===== config.mk =====
export PLATFORM = sky130hd
export DESIGN_NAME = pipe_backbone_flat
export DESIGN_NICKNAME = d
export VERILOG_FILES = /design/src/rtl/pipe_backbone_if.sv /design/src/rtl/pipe_backbone.sv /design/src/flat_wrapper.sv
export SDC_FILE = /design/constraint.sdc
export NUM_CORES = 1
export LEC_CHECK = 0
export ABC_CLOCK_PERIOD_IN_PS = 28600
export CAP_MARGIN = 20
export CORE_AREA = 4 4 239 241
export CTS_BUF_LIST = sky130_fd_sc_hd__clkbuf_8
export DETAILED_ROUTE_END_ITERATION = 12
export DIE_AREA = 0 0 243 245
export GPL_TIMING_DRIVEN = 0
export PLACE_DENSITY = 0.51
export SETUP_SLACK_MARGIN = 0.4
export SYNTH_ARGS = -nofsm -noshare
export SYNTH_HDL_FRONTEND = slang
export SYNTH_SLANG_ARGS = --single-unit

===== constraint.sdc =====
create_clock -name clk -period 28.6 [get_ports clk]
set_clock_uncertainty 0.15 [all_clocks]
set_input_delay 5.72 -clock clk [delete_from_list [all_inputs] [get_ports clk]]
set_output_delay 5.72 -clock clk [all_outputs]
set_load 0.03 [all_outputs]

===== src/rtl/pipe_backbone_if.sv =====
// Bundle between the pipeline backbone and the stage logic / fetch port.
// The master side is the core around the backbone; the slave side is the backbone itself.
interface pipe_backbone_if #(
  parameter int NSTAGE = 4,
  parameter int W      = 64,
  parameter int AW     = 32
);
  logic [NSTAGE:0]   stallreq_i;
  logic              flush_i;
  logic              redirect_i;
  logic [AW-1:0]     redirect_pc_i;
  logic [NSTAGE*W-1:0] stg_d_i;
  logic [NSTAGE*W-1:0] stg_q_o;
  logic [NSTAGE-1:0] stg_vld_o;
  logic [AW-1:0]     pc_o;
  logic              ce_o;
  logic [NSTAGE:0]   stall_o;
  logic [15:0]       stall_cnt_o;

  modport master (
    output stallreq_i, flush_i, redirect_i, redirect_pc_i, stg_d_i,
    input  stg_q_o, stg_vld_o, pc_o, ce_o, stall_o, stall_cnt_o
  );

  modport slave (
    input  stallreq_i, flush_i, redirect_i, redirect_pc_i, stg_d_i,
    output stg_q_o, stg_vld_o, pc_o, ce_o, stall_o, stall_cnt_o
  );
endinterface


===== src/rtl/pipe_backbone.sv =====
// Generalised OpenMIPS pipeline backbone: PC/fetch-enable register plus NSTAGE
// inter-stage registers with stall/bubble, flush, redirect and a fetch-stall counter.
module pipe_backbone #(
  parameter int            NSTAGE    = 4,
  parameter int            W         = 64,
  parameter int            AW        = 32,
  parameter logic [AW-1:0] RESET_VEC = '0,
  parameter logic [AW-1:0] PC_STEP   = AW'(4)
) (
  input logic               clk,
  input logic               rst,
  pipe_backbone_if.slave    bus
);

  function automatic logic [AW-1:0] pc_inc(input logic [AW-1:0] pc);
    return pc + PC_STEP;
  endfunction

  function automatic logic [15:0] sat_inc16(input logic [15:0] v);
    return (v == 16'hFFFF) ? v : v + 16'd1;
  endfunction

  logic [NSTAGE:0]   stall;
  logic              ce_p0;
  logic [AW-1:0]     pc_p0;
  logic [15:0]       stall_cnt;
  logic [NSTAGE-1:0] vld_all;

  // A request at stage k also stalls everything upstream of it.
  always_comb begin
    stall = '0;
    stall[NSTAGE] = bus.stallreq_i[NSTAGE];
    for (int k = NSTAGE - 1; k >= 0; k--) begin
      stall[k] = stall[k+1] | bus.stallreq_i[k];
    end
  end

  // Fetch stage: enable, PC and stall counter
  always_ff @(posedge clk or posedge rst) begin
    if (rst) begin
      ce_p0     <= 1'b0;
      pc_p0     <= RESET_VEC;
      stall_cnt <= 16'd0;
    end else begin
      ce_p0 <= 1'b1;
      if (!ce_p0)
        pc_p0 <= RESET_VEC;
      else if (bus.redirect_i)
        pc_p0 <= bus.redirect_pc_i;
      else if (!stall[0])
        pc_p0 <= pc_inc(pc_p0);
      if (ce_p0 && stall[0])
        stall_cnt <= sat_inc16(stall_cnt);
    end
  end

  // Inter-stage registers: register k sits between stage k and stage k+1
  for (genvar k = 0; k < NSTAGE; k++) begin : g_stg
    logic [W-1:0] q_pk;
    logic         vld_pk;
    logic         vld_src;

    if (k == 0) begin : g_src_fetch
      assign vld_src = ce_p0;
    end else begin : g_src_prev
      assign vld_src = vld_all[k-1];
    end

    always_ff @(posedge clk or posedge rst) begin
      if (rst) begin
        q_pk   <= '0;
        vld_pk <= 1'b0;
      end else if (bus.flush_i || (stall[k] && !stall[k+1])) begin
        q_pk   <= '0;
        vld_pk <= 1'b0;
      end else if (!stall[k]) begin
        q_pk   <= bus.stg_d_i[k*W +: W];
        vld_pk <= vld_src;
      end
    end

    assign vld_all[k]            = vld_pk;
    assign bus.stg_q_o[k*W +: W] = q_pk;
  end

  assign bus.stg_vld_o   = vld_all;
  assign bus.pc_o        = pc_p0;
  assign bus.ce_o        = ce_p0;
  assign bus.stall_o     = stall;
  assign bus.stall_cnt_o = stall_cnt;

endmodule

===== src/flat_wrapper.sv =====
// flat-port wrapper written by rule: the top's interface ports become plain ports
module pipe_backbone_flat 
#(
  parameter int            NSTAGE    = 4,
  parameter int            W         = 64,
  parameter int            AW        = 32,
  parameter logic [AW-1:0] RESET_VEC = '0,
  parameter logic [AW-1:0] PC_STEP   = AW'(4)
)
  (clk, rst, bus_stallreq_i, bus_flush_i, bus_redirect_i, bus_redirect_pc_i, bus_stg_d_i, bus_stg_q_o, bus_stg_vld_o, bus_pc_o, bus_ce_o, bus_stall_o, bus_stall_cnt_o);
  pipe_backbone_if #(.NSTAGE(NSTAGE), .W(W), .AW(AW)) bus_i ();
  input logic clk;
  input logic rst;
  input wire logic [$bits(bus_i.stallreq_i)-1:0] bus_stallreq_i;
  input wire logic [$bits(bus_i.flush_i)-1:0] bus_flush_i;
  input wire logic [$bits(bus_i.redirect_i)-1:0] bus_redirect_i;
  input wire logic [$bits(bus_i.redirect_pc_i)-1:0] bus_redirect_pc_i;
  input wire logic [$bits(bus_i.stg_d_i)-1:0] bus_stg_d_i;
  output wire logic [$bits(bus_i.stg_q_o)-1:0] bus_stg_q_o;
  output wire logic [$bits(bus_i.stg_vld_o)-1:0] bus_stg_vld_o;
  output wire logic [$bits(bus_i.pc_o)-1:0] bus_pc_o;
  output wire logic [$bits(bus_i.ce_o)-1:0] bus_ce_o;
  output wire logic [$bits(bus_i.stall_o)-1:0] bus_stall_o;
  output wire logic [$bits(bus_i.stall_cnt_o)-1:0] bus_stall_cnt_o;
  assign bus_i.stallreq_i = bus_stallreq_i;
  assign bus_i.flush_i = bus_flush_i;
  assign bus_i.redirect_i = bus_redirect_i;
  assign bus_i.redirect_pc_i = bus_redirect_pc_i;
  assign bus_i.stg_d_i = bus_stg_d_i;
  assign bus_stg_q_o = bus_i.stg_q_o;
  assign bus_stg_vld_o = bus_i.stg_vld_o;
  assign bus_pc_o = bus_i.pc_o;
  assign bus_ce_o = bus_i.ce_o;
  assign bus_stall_o = bus_i.stall_o;
  assign bus_stall_cnt_o = bus_i.stall_cnt_o;
  pipe_backbone #(.NSTAGE(NSTAGE), .W(W), .AW(AW), .RESET_VEC(RESET_VEC), .PC_STEP(PC_STEP)) u_core (.clk(clk), .rst(rst), .bus(bus_i));
endmodule

### Yosys cells after proc, flatten, opt, wreduce, memory -nomap -nowiden

Cells that the tools add are included.

| cells by class | value |
|---|---|
| muxes and demuxes | 19 |
| equal/unequal tests | 6 |
| reduce and logical (&&, ||, !) cells | 14 |
| add/subtract/negate cells | 2 |
| bitwise operators | 5 |

Operators with widths:

| kind | count |
|---|---|
| 2-to-1 mux 64 bit | 8 |
| 2-to-1 mux 32 bit | 3 |
| adder 32 x 3 -> 32 bit (second input constant) | 1 |
| adder 16 x 1 -> 16 bit (second input constant) | 1 |
| equality test 16 bit (second input constant) | 1 |
| 2-to-1 mux 1 bit | 8 |
| inequality test 2 bit (second input constant) | 4 |
| logical AND 1 bit | 5 |
| zero test 1 bit | 4 |
| logical OR 1 bit | 4 |
| bitwise OR 1 bit | 4 |
| inequality test 3 bit (second input constant) | 1 |
| AND reduction 2 bit | 1 |
| NOT 1 bit | 1 |

| word-level totals | value |
|---|---|
| bits in registers | 309 |
| logic and storage cells | 57 |
| bits of input ports | 297 |

### Longest topological paths before layout

| logic depth | value |
|---|---|
| depth after elaboration | 7 |
| gate-level depth with buffers | 8 |
| gate-level depth less buffers | 6 |

### Worst setup path after synthesis

OpenSTA, ideal clock, no wires.

| timing | value |
|---|---|
| kind | input-to-output |
| start | in bus_stallreq_i[3] |
| end | out bus_stall_o[0] |
| required time | 22,730 ps |
| arrival | 6,787 ps |
| buffers on the path | 0 |
| setup slack | 15,943 ps |
| stages | 4 |
| cell sequence | nor4_4 > inv_2 > nor2_1 > inv_1 |

| between the ends | value |
|---|---|
| cells in the longest elaborated chain, start to end | 4 |

RTL lines:

| element | RTL line | text |
|---|---|---|
| from (decl) | flat_wrapper.sv:14 | `input wire logic [$bits(bus_i.stallreq_i)-1:0] bus_stallreq_i;` |
| bitwise OR 1 bit (3 in a row) | pipe_backbone.sv:34 | `stall[k] = stall[k+1] \| bus.stallreq_i[k];` |
| named net bus_stall_o[1] | flat_wrapper.sv:23 | `output wire logic [$bits(bus_i.stall_o)-1:0] bus_stall_o;` |
| bitwise OR 1 bit | pipe_backbone.sv:34 |  |
| to (decl) | flat_wrapper.sv:23 |  |

The timed path passes the listed nets, and every way through them passes these cells.

### Final worst setup path

| timing | value |
|---|---|
| start | in bus_stallreq_i[4] |
| end | out bus_stall_o[0] |

| between the ends | value |
|---|---|
| cells in the longest elaborated chain, start to end | 4 |

RTL lines:

| element | RTL line |
|---|---|
| bitwise OR 1 bit (4 in a row) | pipe_backbone.sv:34 |

Every way passes these cells.

==> impl_metrics.env <==
export IMPL_status="finished clean"
export IMPL_post_cts_buffers=0
export IMPL_insertion_delay_ns=0.61
export IMPL_worst_path_max_delay_cell="nor4_4"
export IMPL_p_int_mw=0.785
export IMPL_core_um2=54900
export IMPL_endpoint_kind="output port"
export IMPL_die_h_um=245
export IMPL_setup_worst_path_start_class="input port"
export IMPL_synthAdderAreaFrac=0.00208
export IMPL_dieArea_um2=59500
export IMPL_synthMuxAreaShare=0.00354
export IMPL_fin_nets=1936
export IMPL_met1Wirelength_mm=20.7
export IMPL_vias=10900
export IMPL_hold_path_class="register to register"
export IMPL_cp_common_cell="clkdlybuf4s50_1"
export IMPL_rows=86
export IMPL_initial_utilization=0.219
export IMPL_power_density_nw_per_um2=53.7
export IMPL_crit_family="buffers and inverters"
export IMPL_areaGrowthSynthToFinish_pct=68.4
export IMPL_synth_simple_gate_area_frac=0.0810
export IMPL_wl_met3_mm=4.55
export IMPL_drive_gt1_frac=0.0619
export IMPL_synthCells=967
export IMPL_criticalPathCategory="input port to output port"
export IMPL_clockPowerShare=0.406
export IMPL_ys_seq_area_frac=0.643
export IMPL_drc=0
export IMPL_ant_nets=0
export IMPL_synth_compound_gate_area_share=0.223
export IMPL_htree_levels=2
export IMPL_grt_pass1_wl_mm=75.8
export IMPL_cp_max_fo=9
export IMPL_cts_path_max_buffers=3
export IMPL_worstPathArrival_ns=8.45
export IMPL_antenna_found_initial=7
export IMPL_fin_crit_sh=0.501
export IMPL_critPathMaxStageDelay_ns=0.79
export IMPL_numCtsBuffers=57
export IMPL_place_gp_congestion=0.810
export IMPL_ctsHoldBuffers=0
export IMPL_setup_viol=0
export IMPL_drt_iter0_drc=486
export IMPL_num_io_pins=611
export IMPL_clkSlewWorstSetupHoldPaths_ns=0.06
export IMPL_synth_xor_area_share=0.0138
export IMPL_via_per_inst=4.59
export IMPL_dr_wl_met2_mm=24.4
export IMPL_worst_slew_pin_slew_ns=1.04
export IMPL_synth_nets=1266
export IMPL_post_dp_hpwl_mm=38.5
export IMPL_power_frac_seq=0.434
export IMPL_ctsResizeCount=0
export IMPL_crit_required_ns=22.73
export IMPL_yosysWarnings=0
export IMPL_ys_ff_latch=309
export IMPL_tritoncts="done"
export IMPL_place_port_buffers=608
export IMPL_ys_types=47
export IMPL_tns_ns=0
export IMPL_final_cells=2386
export IMPL_grt_pass1_vias=11800
export IMPL_fmax_mhz=69.8
export IMPL_clock_sinks=309
export IMPL_power_switching_mw=0.302
export IMPL_p_comb_frac=0.159
export IMPL_p_sw_frac=0.278
export IMPL_cp_num_buf_inv=4
export IMPL_min_period_ns=14.32
export IMPL_first_pass_iters=4
export IMPL_synth_top_family_by_area="compound AO/OA/AOI/OAI gates"
export IMPL_grt_use_total=0.165
export IMPL_syn_avg_cell_area_um2=12.4
export IMPL_slew_headroom=0.300
export IMPL_slew_viol_final=0
export IMPL_grt_start_max_net_pins=121
export IMPL_top_layer_used="met5"
export IMPL_placed_cells=2281
export IMPL_max_cap_violations=0
export IMPL_vdd_ir_drop_max_uv=30.1
export IMPL_dieWidth_um=243
export IMPL_power_leakage_nw=8.57
export IMPL_drt_wl_total_mm=51.1
export IMPL_root_buffer="clkbuf_8"
export IMPL_wl_per_cell_um=21.4
export IMPL_syn_area_um2=12000
export IMPL_crit_chain="clkdlybuf4s50_1, nor4_4, inv_2, nor2_1, inv_1, clkdlybuf4s50_1"
export IMPL_hold_ws_ns=0.347
export IMPL_final_hold_viol_count=0
export IMPL_rsz0062_at_grt="false"
export IMPL_grt_overflow=0
[power groups by stage]
stage	clock (mW)	sequential, mW	combinational (mW)
final	0.442	0.472	0.173
after global routing	0.478	0.475	0.186
after CTS	0.461	0.472	0.176
after detailed placement	0	0.479	0.175
after global placement	0	0.479	0.174
after floorplan	0	0.510	0.0421
[logic make-up (layout without fill, tap and decap cells)]
group	Yosys count	in the layout
AOI/OAI and AO/OA	341	341
xor gates and xnor gates	19	19
adders and majority gates	2	2
buffers and inverters	99	812
DFF	309	309
muxes	4	4
other	1	3
and+or+nand+nor	192	192
[through the flow]
stage	util	cell area [um^2]	total power [mW]	setup slack (ns)
floorplan	-	12000	0.552	14.19
global placement	0.346	19000	0.653	9.69
detailed placement	0.347	19100	0.654	14.28
CTS	0.369	20300	1.11	14.27
global route	0.369	20300	1.14	14.13
finish	0.369	20300	1.09	14.28
[Yosys cell counts (all sizes together)]
master,instances,area (um^2)
dfrtp,309,7730
a22o,195,1710
nor2,83,312
clkbuf,66,248
a22oi,65,488
o21ai,33,165
buf,20,104
nand2,20,75.1
a31oi,18,113
or4,18,143
nand3,14,70.1
inv,13,48.8
nor3,12,60.1
xor2,12,105
or3,11,68.8
nand4,10,62.6
o31ai,10,75.1
a21oi,8,40.0
nor4,7,58.8
xnor2,7,61.3
and3,4,25.0
and4,4,35.0
a211oi,3,22.5
a311oi,2,17.5
a32oi,2,17.5
ha,2,25.0
mux2,2,22.5
mux2i,2,20.0
nor2b,2,12.5
nor3b,2,15.0
a211o,1,8.76
a21o,1,7.51
a41oi,1,8.76
and3b,1,8.76
conb,1,3.75
nand2b,1,6.26
nand3b,1,7.51
nor4b,1,8.76
o211ai,1,7.51
o21a,1,7.51
or2,1,6.26
[routing by layer]
| metal | track usage | vias to the layer above |
|---|---|---|
| met5 | 0 | - |
| met4 | 0.0506 | 10 |
| met3 | 0.0625 | 90 |
| met2 | 0.276 | 459 |
| met1 | 0.197 | 5388 |
| li1 | - | 5001 |
[area by class of cell]
cell class	count	area [um^2]
Clock buffer	74	1020
Timing Repair Buffer	611	6150
Multi-Input combinational cell	559	3900
Tap cell	704	881
Sequential cell	309	7730
Buffer	86	352
Fill cell	5481	34600
Inverter	13	56.3
Antenna cell	2	5.00
Clock inverter	28	175
[cell usage in the layout, fill, tap and decap left out, drive strengths merged, types with 11 or more instances in the layout]
cell type and count:
dfrtp 309, nor3 12, inv 31, a22o 195
a31oi 18, clkbuf 141, nand2 20, a22oi 65
o21ai 33, nand3 14, or4 18, or3 11
xor2 12, buf 22, nor2 83, clkdlybuf4s50 608
[final timing paths]
check	startpoint	slack, ns	cells after the start	end
worst max-delay path	bus_stallreq_i[4]	14.28	6	bus_stall_o[0]
min in group asynchronous	rst	5.45	2	u_core.bus.stall_cnt_o[4]
worst max register to register	u_core.bus.stall_cnt_o[0]	25.99	5	u_core.bus.stall_cnt_o[1]
max in group asynchronous	rst	21.79	3	u_core.g_stg[3].q_pk[15]
worst min register to register	u_core.g_stg[2].q_pk[6]	0.35	1	u_core.g_stg[2].q_pk[6]
worst min-delay path	u_core.g_stg[2].q_pk[6]	0.35	1	u_core.g_stg[2].q_pk[6]
[state kept, by name (all words and copies together), names as in the netlist]
signal                  count
u_core.g_stg.vld_pk         4
u_core.bus.ce_o             1
u_core.bus.pc_o            32
u_core.g_stg.q_pk         256
u_core.bus.stall_cnt_o     16
Power figures use the tool's default switching activity.
